### src/rtl/imm_gen_pipe.sv
// RISC-V immediate extender with a 2-entry in-order output buffer.
// Immediates are extended at acceptance; outputs come from registers only.
module imm_gen_pipe #(
    parameter int XLEN  = 32,
    parameter int TAG_W = 32
) (
    input  logic             clk,
    input  logic             reset_n,
    input  logic             in_valid,
    output logic             in_ready,
    input  logic [24:0]      in_instr,
    input  logic [2:0]       in_immsrc,
    input  logic [TAG_W-1:0] in_tag,
    input  logic             flush,
    output logic             out_valid,
    input  logic             out_ready,
    output logic [XLEN-1:0]  out_imm,
    output logic [TAG_W-1:0] out_tag,
    output logic             out_illegal
);

    if (XLEN != 32 && XLEN != 64) begin : g_bad_xlen
        $error("imm_gen_pipe: XLEN must be 32 or 64");
    end

    typedef struct packed {
        logic [XLEN-1:0]  imm;
        logic [TAG_W-1:0] tag;
        logic             ill;
    } ent_t;

    logic [31:7] ins;
    logic [31:0] raw;
    logic        ill;
    ent_t        new_ent;

    assign ins = in_instr;

    // Every format is built as a 32-bit value whose top bit is the sign;
    // zero-extended formats keep bit 31 clear, so one sign-extension serves all.
    always_comb begin
        raw = '0;
        ill = 1'b0;
        unique case (in_immsrc)
            3'b000: raw = {{20{ins[31]}}, ins[31:20]};
            3'b001: raw = {{20{ins[31]}}, ins[31:25], ins[11:7]};
            3'b010: raw = {{19{ins[31]}}, ins[31], ins[7],
                           ins[30:25], ins[11:8], 1'b0};
            3'b011: raw = {{11{ins[31]}}, ins[31], ins[19:12],
                           ins[20], ins[30:21], 1'b0};
            3'b100: raw = {ins[31:12], 12'b0};
            3'b101: raw = {27'b0, ins[19:15]};
            3'b110: begin
                if (XLEN == 64) raw = {26'b0, ins[25:20]};
                else            raw = {27'b0, ins[24:20]};
            end
            3'b111: ill = 1'b1;
        endcase
    end

    assign new_ent.imm = XLEN'($signed(raw));
    assign new_ent.tag = in_tag;
    assign new_ent.ill = ill;

    logic [1:0] cnt_q, cnt_d;
    ent_t       hd_q, hd_d;
    ent_t       tl_q, tl_d;
    logic       push, pop;

    assign in_ready  = (cnt_q != 2'd2);
    assign out_valid = (cnt_q != 2'd0);
    assign push      = in_valid && in_ready;
    assign pop       = out_valid && out_ready;

    always_comb begin
        cnt_d = cnt_q;
        hd_d  = hd_q;
        tl_d  = tl_q;
        if (flush) begin
            cnt_d = 2'd0;
        end else begin
            unique case (1'b1)
                push && pop: begin
                    // only reachable at count 1: new entry becomes head
                    hd_d = new_ent;
                end
                push && !pop: begin
                    if (cnt_q == 2'd0) hd_d = new_ent;
                    else               tl_d = new_ent;
                    cnt_d = cnt_q + 2'd1;
                end
                !push && pop: begin
                    hd_d  = tl_q;
                    cnt_d = cnt_q - 2'd1;
                end
                !push && !pop: ;
            endcase
        end
    end

    always_ff @(posedge clk or negedge reset_n) begin
        if (!reset_n) begin
            cnt_q <= 2'd0;
            hd_q  <= '0;
            tl_q  <= '0;
        end else begin
            cnt_q <= cnt_d;
            hd_q  <= hd_d;
            tl_q  <= tl_d;
        end
    end

    assign out_imm     = hd_q.imm;
    assign out_tag     = hd_q.tag;
    assign out_illegal = hd_q.ill;

endmodule
### config.mk
export PLATFORM = sky130hd
export DESIGN_NAME = imm_gen_pipe
export DESIGN_NICKNAME = d
export VERILOG_FILES = /design/src/rtl/imm_gen_pipe.sv
export SDC_FILE = /design/constraint.sdc
export NUM_CORES = 1
export LEC_CHECK = 0
export ABC_AREA = 1
export ABC_CLOCK_PERIOD_IN_PS = 1500
export BUFFER_PORTS_ARGS = -buffer_cell sky130_fd_sc_hd__buf_2
export CAP_MARGIN = 10
export CORE_AREA = 10 10 96 162
export DETAILED_ROUTE_END_ITERATION = 7
export DIE_AREA = 0 0 106 172
export GPL_TIMING_DRIVEN = 0
export PLACE_DENSITY = 0.88
export SKIP_LAST_GASP = 1
export SYNTH_ARGS = -nofsm -noshare
export SYNTH_HDL_FRONTEND = slang
export SYNTH_SLANG_ARGS = --single-unit
### constraint.sdc
create_clock -name clk -period 1.5 [get_ports clk]
set_input_delay 0 -clock clk [delete_from_list [all_inputs] [get_ports clk]]
set_output_delay 0 -clock clk [all_outputs]
set_load 0.03 [all_outputs]
# Word-level counts from Yosys, hierarchy flattened
# Cells that the tools add are included.
[word_totals]
regBits = 132
input_bits = 65
word_cells = 40
[classes]
n_addsub = 2
eq_ne = 9
muxes = 6
n_bitwise = 2
n_reduce_logical = 14
[ops]
columns = ["operator", "n"]
rows = [
  ["one-hot mux 32 bit (7 select lines)", 1],
  ["one-hot mux 65 bit (3 select lines)", 1],
  ["2-to-1 mux 65 bit", 1],
  ["== test 3 bit, second input constant", 4],
  ["== test 3 x 2 -> 1 bit, second input constant", 2],
  ["AND reduction 3 bit", 2],
  ["nonzero test 3 bit", 2],
  ["logical AND 1 bit", 5],
  ["one-hot mux 2 bit (2 select lines)", 1],
  ["== test 3 x 1 -> 1 bit, second input constant", 1],
  ["zero test 3 bit", 1],
  ["adder 2 x 1 -> 2 bit, second input constant", 1],
  ["zero test 1 bit", 2],
  ["zero test 2 bit", 1],
  ["2-to-1 mux 2 bit", 1],
  ["inequality test 2 x 1 -> 1 bit, second input constant", 1],
  ["inequality test 2 bit, second input constant", 1],
  ["NOT 1 bit", 2],
  ["nonzero test 2 bit", 1],
  ["subtractor 2 x 1 -> 2 bit, second input constant", 1],
  ["2-to-1 mux 1 bit", 1],
]

# Logic depth before layout (Yosys ltp)
# Gate-level depths: netlist of run 1.
[logic_depth]
word_depth = 6
ltp_mapped = 10
ltp_nobuf = 9

# Worst setup path before layout of run 1
# OpenSTA, ideal clock, no wires.
[synth_path]
kind = "register to register"
start = "reg cnt_q[0]"
end = "reg tl_q[30] (netlist name)"
t_arrival_ns = 1.364
t_required_ns = 1.374
path_slack_ns = 0.010
path_stages_with_launch = 9
path_cell_list = "dfrtp_1 inv_2 nand2_4 nand2_2 nor2_4 nand3_4 clkinv_2 buf_2 o21ai_0"
[synth_lines]
columns = ["element", "line", "text"]
rows = [
  ["start: declaration", "65", "logic [1:0] cnt_q, cnt_d;"],
  ["start signal: assignment", "107", "cnt_q <= cnt_d;"],
  ["inequality test 2 bit", "70", "assign in_ready = (cnt_q != 2'd2);"],
  ["via in_ready", "10", "output logic in_ready,"],
  ["logical AND 1 bit", "72", "assign push = in_valid && in_ready;"],
  ["logical AND 1 bit", "87", "push && !pop: begin"],
  ["AND reduction 3 bit (no source line)", "--", ""],
  ["end signal: assignment", "109", "tl_q <= tl_d;"],
  ["end: declaration", "67", "ent_t tl_q, tl_d;"],
]
# The timed path passes the listed nets, and every way through them passes these cells.
# A chain may end at the register's enable or synchronous reset.

# Final worst setup path of run 1
[layout_path]
start = "reg cnt_q[0]"
end = "reg hd_q (netlist bit out_tag[31])"
[layout_between]
elab_chain_len = 6
[layout_lines]
columns = ["element", "line", "text"]
rows = [
  ["inequality test 2 bit or nonzero test 2 bit (tied branches)", "70, 71", ""],
  ["logical AND 1 bit, on equally long branches", "72, 73", ""],
  ["zero test 1 bit", "--", ""],
  ["logical AND 1 bit, on equally long branches", "92, 87", ""],
  ["nonzero test 3 bit (no source line) or inequality test 2 x 1 -> 1 bit (tied branches)", "--", ""],
  ["AND reduction 3 bit (no source line)", "--", ""],
  ["end signal: assignment", "104", "hd_q <= '0;"],
  ["end signal: assignment", "108", "hd_q <= hd_d;"],
  ["end: declaration", "66", "ent_t hd_q, hd_d;"],
]
# Parallel ways exist; a longest one is shown, timed or not.

==> metrics.yaml, run 1 <==
run_status:
  status: "complete, but fails checks"
  failed_checks: "setup timing"
worst_setup_path:
  crit_chain: "inv_2 -> nand2_4 -> nand2_4 -> nor2_4 -> buf_6 -> a21oi_4 -> buf_12 -> buf_12 -> nand2_1 -> nand2_1"
  critPathKind: "reg -> reg"
  cp.required_ns: 1.86
  crit_path_end_kind: "register"
  crit_path_max_fanout: 10
  critical-path-max-stage-delay_ns: 0.43
  cpMaxStageDelayCell: "dfrtp_1"
  critPathArrivalTime_ns: 2.08
  path_delay_family: "buffers and inverters"
  startpoint_type: "register"
  crit_buf_inv: 4
detailed_routing:
  drt-total-wl_um: 24100
  via_per_inst: 5.48
  wl_per_cell_um: 19.2
  vias: 6878
  firstDrtPassIters: 6
  drt_iter0_markers: 729
  ant_nets: 0
  drc: 0
synthesis:
  yosys_warnings: 0
  yosysUniqueCellTypes: 25
  synthCells: 829
  syn_area_um2: 6290
  syn_nets: 894
  syn_area_per_cell_um2: 7.59
  synth_seq_cells: 132
  yosysSeqAreaShare: 0.525
power:
  p_per_area_nw_per_um2: 1950
  max-vdd-ir-drop_mv: 1.17
  p_leak_nw: 5.26
  p_total_mw: 18.7
final_layout:
  finalNetCount: 1136
  fin_cells: 1255
  drive_gt1_frac: 0.339
  syn2layout_area_growth_pct: 52.2
  diodes: 0
  fillers: 806
clock_tree:
  h-tree-depth: 4
  clkSlewWorstSetupHoldPaths_ns: 0.06
  worstSkewPairLatency_ns: 0.43
  clockBufferDepth: 2
  root_buffer: "clkbuf_16"
  cts_buffers: 17
  cts.sink_count: 132
  tritoncts: "done"
timing:
  hold_violations: 0
  setup_viol: 132
  maxSlewHeadroom: 0.584
  fin_ws_ns: -0.226
  period_needed_ns: 1.73
  worst_pin_slew_ns: 0.625
  rsz0062_at_grt: "yes"
  worst_hold_slack_ns: 0.0363
  finalSetupTns_ns: -17.00
  report.final.slew_viol_count: 0
  skew_ns: 0.00592
  fmax_ghz: 0.579
  finalCritPeriodShare: 1.15
die:
  initial_utilization: 0.492
  die_h_um: 172
  io_pins: 132
  die_area_um2: 18200
  die_w_um: 106
  rows: 55
  core-area_um2: 12800
global_route:
  first_global_vias: 6395
  grt_max_degree: 71
  grt_first_pass_wirelength_um: 31200
  track_usage: 0.216
  antenna_found_initial: 0
  grt_overflow: 0
placement:
  pre_cts_slack_ns: -0.262
  routabilityCongestion: 0.912
  port_buffers: 129
  hpwlAfterDp_um: 13500
  placed_cells: 1130
min_path:
  holdCritPathClass: "in -> reg"
run:
  maxCapViolCount: 0
## cells by family (layout without fill, tap and decap cells)
family                 after synthesis  count (layout)  share of synthesized area
AOI/OAI and AO/OA                  128             128                      0.104
buffers and inverters              120             374                     0.0886
DFF                                132             132                      0.525
and+or+nand+nor                    449             450                      0.283
## flip-flops by register name, indices dropped and copies added, names as in the netlist
| signal | flops |
|---|---|
| out_imm | 32 |
| out_illegal | 1 |
| tl_q | 65 |
| cnt_q | 2 |
| out_tag | 32 |
## power breakdown
part           internal, mW  switching [mW]  leakage, nW  total, mW
clock network          2.17            1.72        0.264       3.89
logic                  3.17            5.66         3.31       8.83
registers              5.12           0.822         1.68       5.95
total                  10.5            8.20         5.26       18.7
## cells in the final DEF, fill, tap and decap left out, types with 4 or more instances in the layout
cell and n:
clkinv_2 4, buf_8 11, buf_12 8, dfrtp_1 131, nor2_1 22, clkbuf_2 5
buf_2 134, buf_6 13, clkbuf_16 28, nor2_4 4, nand3_1 24, inv_1 73
nand2_1 307, buf_4 18, nand2_2 52, nand2_4 31, dlygate4sd3_1 57, o21ai_1 31
clkinv_4 4, o21ai_2 28, o21ai_0 63
## cell type report
type / count / area [um2] / area share
clock buffers: 18 / 439 / 0.0458
inverters: 77 / 304 / 0.0317
well taps: 171 / 214 / 0.0223
plain buffers: 43 / 472 / 0.0492
flip-flops and latches: 132 / 3300 / 0.345
repair buffers: 220 / 1770 / 0.185
clock inverters: 14 / 106 / 0.0111
multi-input cells: 578 / 2940 / 0.307
repair inverters: 2 / 32.5 / 0.00340
## final timing paths
check                        startpoint          end  slack (ns)  depth (start not counted)
max                            cnt_q[0]  out_tag[31]       -0.23                         10
min                        in_immsrc[1]     tl_q[44]        0.04                          5
max reg2reg                    cnt_q[0]  out_tag[31]       -0.23                         10
min reg2reg                 out_tag[16]  out_tag[16]        0.47                          2
max in group asynchronous       reset_n     cnt_q[1]        0.60                          3
min in group asynchronous       reset_n  out_imm[15]        0.12                          2
## per-stage QoR
stage               utilization  area, um2
finish                    0.748       9580
global route              0.748       9580
CTS                       0.675       8630
detailed placement        0.562       7190
global placement          0.559       7150
floorplan                     -       6290
## worst register-to-register path: cells and delay by family, from the launching register on
| kind | cells | cell delay [ns] |
|---|---|---|
| simple gates | 5 | 0.40 |
| buf+inv | 4 | 0.59 |
| flops | 1 | 0.43 |
| compound gates | 1 | 0.22 |
## per-layer routing
metal	up-vias	wire length, um	global-route usage
li1	3056	-	-
met1	3247	7920	0.220
met2	437	12800	0.394
met3	138	1740	0.0507
met4	0	1650	0.122
met5	-	0	0
## synth_stat cells (all sizes together)
cell type / n / share of area
nor2: 27 / 0.018
clkinv: 1 / 0.00079
inv: 76 / 0.045
o21a: 1 / 0.0012
nor3: 1 / 0.00079
buf: 32 / 0.036
nand3: 28 / 0.025
clkbuf: 11 / 0.0066
a21oi: 5 / 0.0058
nand4: 3 / 0.0030
o21ai: 122 / 0.097
nand2: 390 / 0.24
dfrtp: 132 / 0.52
## timing repair
action                                  CTS  global route
pin swaps                                 4            22
resized for setup                        61           191
gates cloned                              3            12
endpoints found under the hold margin   154             0
buffers inserted                         11            10
endpoints found under the setup margin  132           132
hold buffers                             57             0
Power figures use the tool's default switching activity.
==> run 2: changes to the inputs <==
--- a/config.mk
+++ b/config.mk
@@ -6,14 +6,15 @@
 export NUM_CORES = 1
 export LEC_CHECK = 0
 export ABC_AREA = 1
-export ABC_CLOCK_PERIOD_IN_PS = 1500
+export ABC_CLOCK_PERIOD_IN_PS = 1730
 export BUFFER_PORTS_ARGS = -buffer_cell sky130_fd_sc_hd__buf_2
 export CAP_MARGIN = 10
-export CORE_AREA = 10 10 96 162
+export CORE_AREA = 10 10 92 155
 export DETAILED_ROUTE_END_ITERATION = 7
-export DIE_AREA = 0 0 106 172
+export DIE_AREA = 0 0 102 165
 export GPL_TIMING_DRIVEN = 0
-export PLACE_DENSITY = 0.88
+export PLACE_DENSITY = 0.91
+export RECOVER_POWER = 50
 export SKIP_LAST_GASP = 1
 export SYNTH_ARGS = -nofsm -noshare
 export SYNTH_HDL_FRONTEND = slang
==> constraint.sdc (replaced) <==
create_clock -name clk -period 1.73 [get_ports clk]
set_input_delay 0 -clock clk [delete_from_list [all_inputs] [get_ports clk]]
set_output_delay 0 -clock clk [all_outputs]
set_load 0.03 [all_outputs]
==> run 2 against run 1 <==
The flow now finishes without violations. Clock skew about the same. Global-route usage rose by 1.4 points. Flip-flop and latch count unchanged. Non-clock buffer count shrank 30. Utilization down 2.6 points. Via count shrank 9.1%. Critical path type unchanged.
==> metrics.yaml, run 2 (synthesis gave the netlist of run 1 again) <==
worst_setup_path:
  rr_endpoint: "tl_q[52]"
  cp.required_ns: 2.05
  critPathKind: "reg -> reg"
  crit_chain: "inv_2 -> nand2_4 -> nand2_4 -> nor2_4 -> nand3_4 -> inv_4 -> buf_4 -> nand2_1 -> o21ai_0"
  cpMaxStageDelayCell: "dfrtp_1"
  reg2reg_from: "cnt_q[0]"
  r2r_slack_ns: 0.04
  crit_buf_inv: 3
  ff2ff_path_depth: 9
  path_delay_family: "simple AND/OR/NAND/NOR gates"
  critPathArrivalTime_ns: 2.01
  crit_path_end_kind: "register"
  crit_top_cell: "nand2_4"
  critical-path-max-stage-delay_ns: 0.43
  crit_path_max_fanout: 10
  startpoint_type: "register"
final_layout:
  regMostFlops: "tl_q"
  drive_gt1_frac: 0.178
  multi_input_area_um2: 2470
  syn2layout_area_growth_pct: 32.8
  diodes: 0
  fillers: 844
  area.sequential_um2: 3300
  largest_reg_flops: 65
  finalNetCount: 1104
  layout_commonest_cell: "nand2_1"
  final_cell_mix: "nand2_1 (384), dfrtp_1 (131), buf_2 (108)"
clock_tree:
  worstSkewPairLatency_ns: 0.41
  clkSlewWorstSetupHoldPaths_ns: 0.06
  cts.sink_count: 132
  root_buffer: "clkbuf_16"
  h-tree-depth: 4
  tritoncts: "done"
  clockBufferDepth: 2
  cts_buffers: 17
timing:
  hold_violations: 0
  finalCritPeriodShare: 0.977
  maxSlewHeadroom: 0.131
  worst_pin_slew_ns: 1.30
  setup_viol: 0
  report.final.slew_viol_count: 0
  fmax_ghz: 0.592
  period_needed_ns: 1.69
  skew_ns: 0.00551
  rsz0062_at_grt: "yes"
  worst_hold_slack_ns: 0.0586
detailed_routing:
  vias: 6252
  ant_nets: 0
  via_per_inst: 5.28
  wl_per_cell_um: 16.3
  drt_iter0_markers: 393
  drt-total-wl_um: 19400
  drc: 0
  firstDrtPassIters: 6
die:
  io_pins: 132
  core-area_um2: 11600
  rows: 52
  die_w_um: 102
  die_h_um: 165
  die_area_um2: 16800
  initial_utilization: 0.544
global_route:
  grt_first_pass_wirelength_um: 30500
  first_global_vias: 6339
  antenna_found_initial: 0
  track_usage: 0.230
  grt_max_degree: 82
  grt_overflow: 0
min_path:
  holdCritPathClass: "in -> reg"
  hold_path_end: "tl_q[44]"
  hp-start: "in_instr[0]"
  holdPathStages: 5
power:
  max-vdd-ir-drop_mv: 0.875
  p_total_mw: 14.4
  p_leak_nw: 4.50
  p_per_area_nw_per_um2: 1720
placement:
  hpwlAfterDp_um: 13300
  port_buffers: 129
  routabilityCongestion: 0.916
run:
  maxCapViolCount: 0
run_status:
  status: "complete, no violations"
[run 2: how the worst max path moves through the flow]
stage / to / startpoint / cells past startpoint / slack, ns
2_1_floorplan: tl_q[30] / cnt_q[0] / 8 / 0.24
3_3_place_gp: out_tag[2] / reset_n / 1 / -1.10
3_5_place_dp: out_tag[22] / cnt_q[1] / 7 / -0.01
4_1_cts: tl_q[46] / cnt_q[0] / 9 / 0.03
5_1_grt: tl_q[52] / cnt_q[0] / 8 / -0.05
6_report: tl_q[52] / cnt_q[0] / 9 / 0.04
[run 2: timing repair]
action / CTS / global route
gates resized for setup: 4 / 27
buffers inserted: 0 / 2
cloned: 0 / 1
setup endpoints to repair: 9 / 118
hold buffers: 59 / 0
pin swaps: 0 / 2
endpoints found under the hold margin: 141 / 0
[run 2: metrics by stage]
stage	area (um2)	utilization	instances	setup WS, ns	setup TNS (ns)
3_5_place_dp	7140	0.617	1094	-0.0119	-0.0119
2_1_floorplan	6290	-	829	0.240	0
4_1_cts	8310	0.718	1182	0.0345	0
5_1_grt	8360	0.722	1185	-0.0467	-1.32
3_3_place_gp	7110	0.614	1093	-1.10	-144.58
6_report	8360	0.722	1185	0.0401	0
[run 2: tightest hold or removal path, cell delays in order]
cell and delay [ns]:
buf_2 0.10, nand4_1 0.09, nand3_1 0.10, nand2_1 0.05, o21ai_0 0.08
[run 2: layout make-up]
class / instances / share of cell area
well taps: 135 / 0.0202
multi-input cells: 578 / 0.295
clock inverters: 10 / 0.0129
flip-flops and latches: 132 / 0.395
repair buffers: 191 / 0.150
inverters: 77 / 0.0355
plain buffers: 42 / 0.0356
clock buffers: 20 / 0.0558
[run 2: layer usage]
| metal | routed length (um) | part of all wire | global-route usage |
|---|---|---|---|
| met1 | 6930 | 0.36 | 0.237 |
| met2 | 10100 | 0.52 | 0.404 |
| met3 | 1240 | 0.064 | 0.0552 |
| met4 | 1070 | 0.055 | 0.143 |
| met5 | 0 | 0 | 0 |
[run 2: power by group]
| part | leakage [nW] | switching, mW | internal [mW] |
|---|---|---|---|
| Clock | 0.279 | 1.30 | 2.20 |
| Sequential | 1.68 | 0.646 | 4.44 |
| Combinational | 2.55 | 4.09 | 1.73 |
| Total | 4.50 | 6.04 | 8.38 |
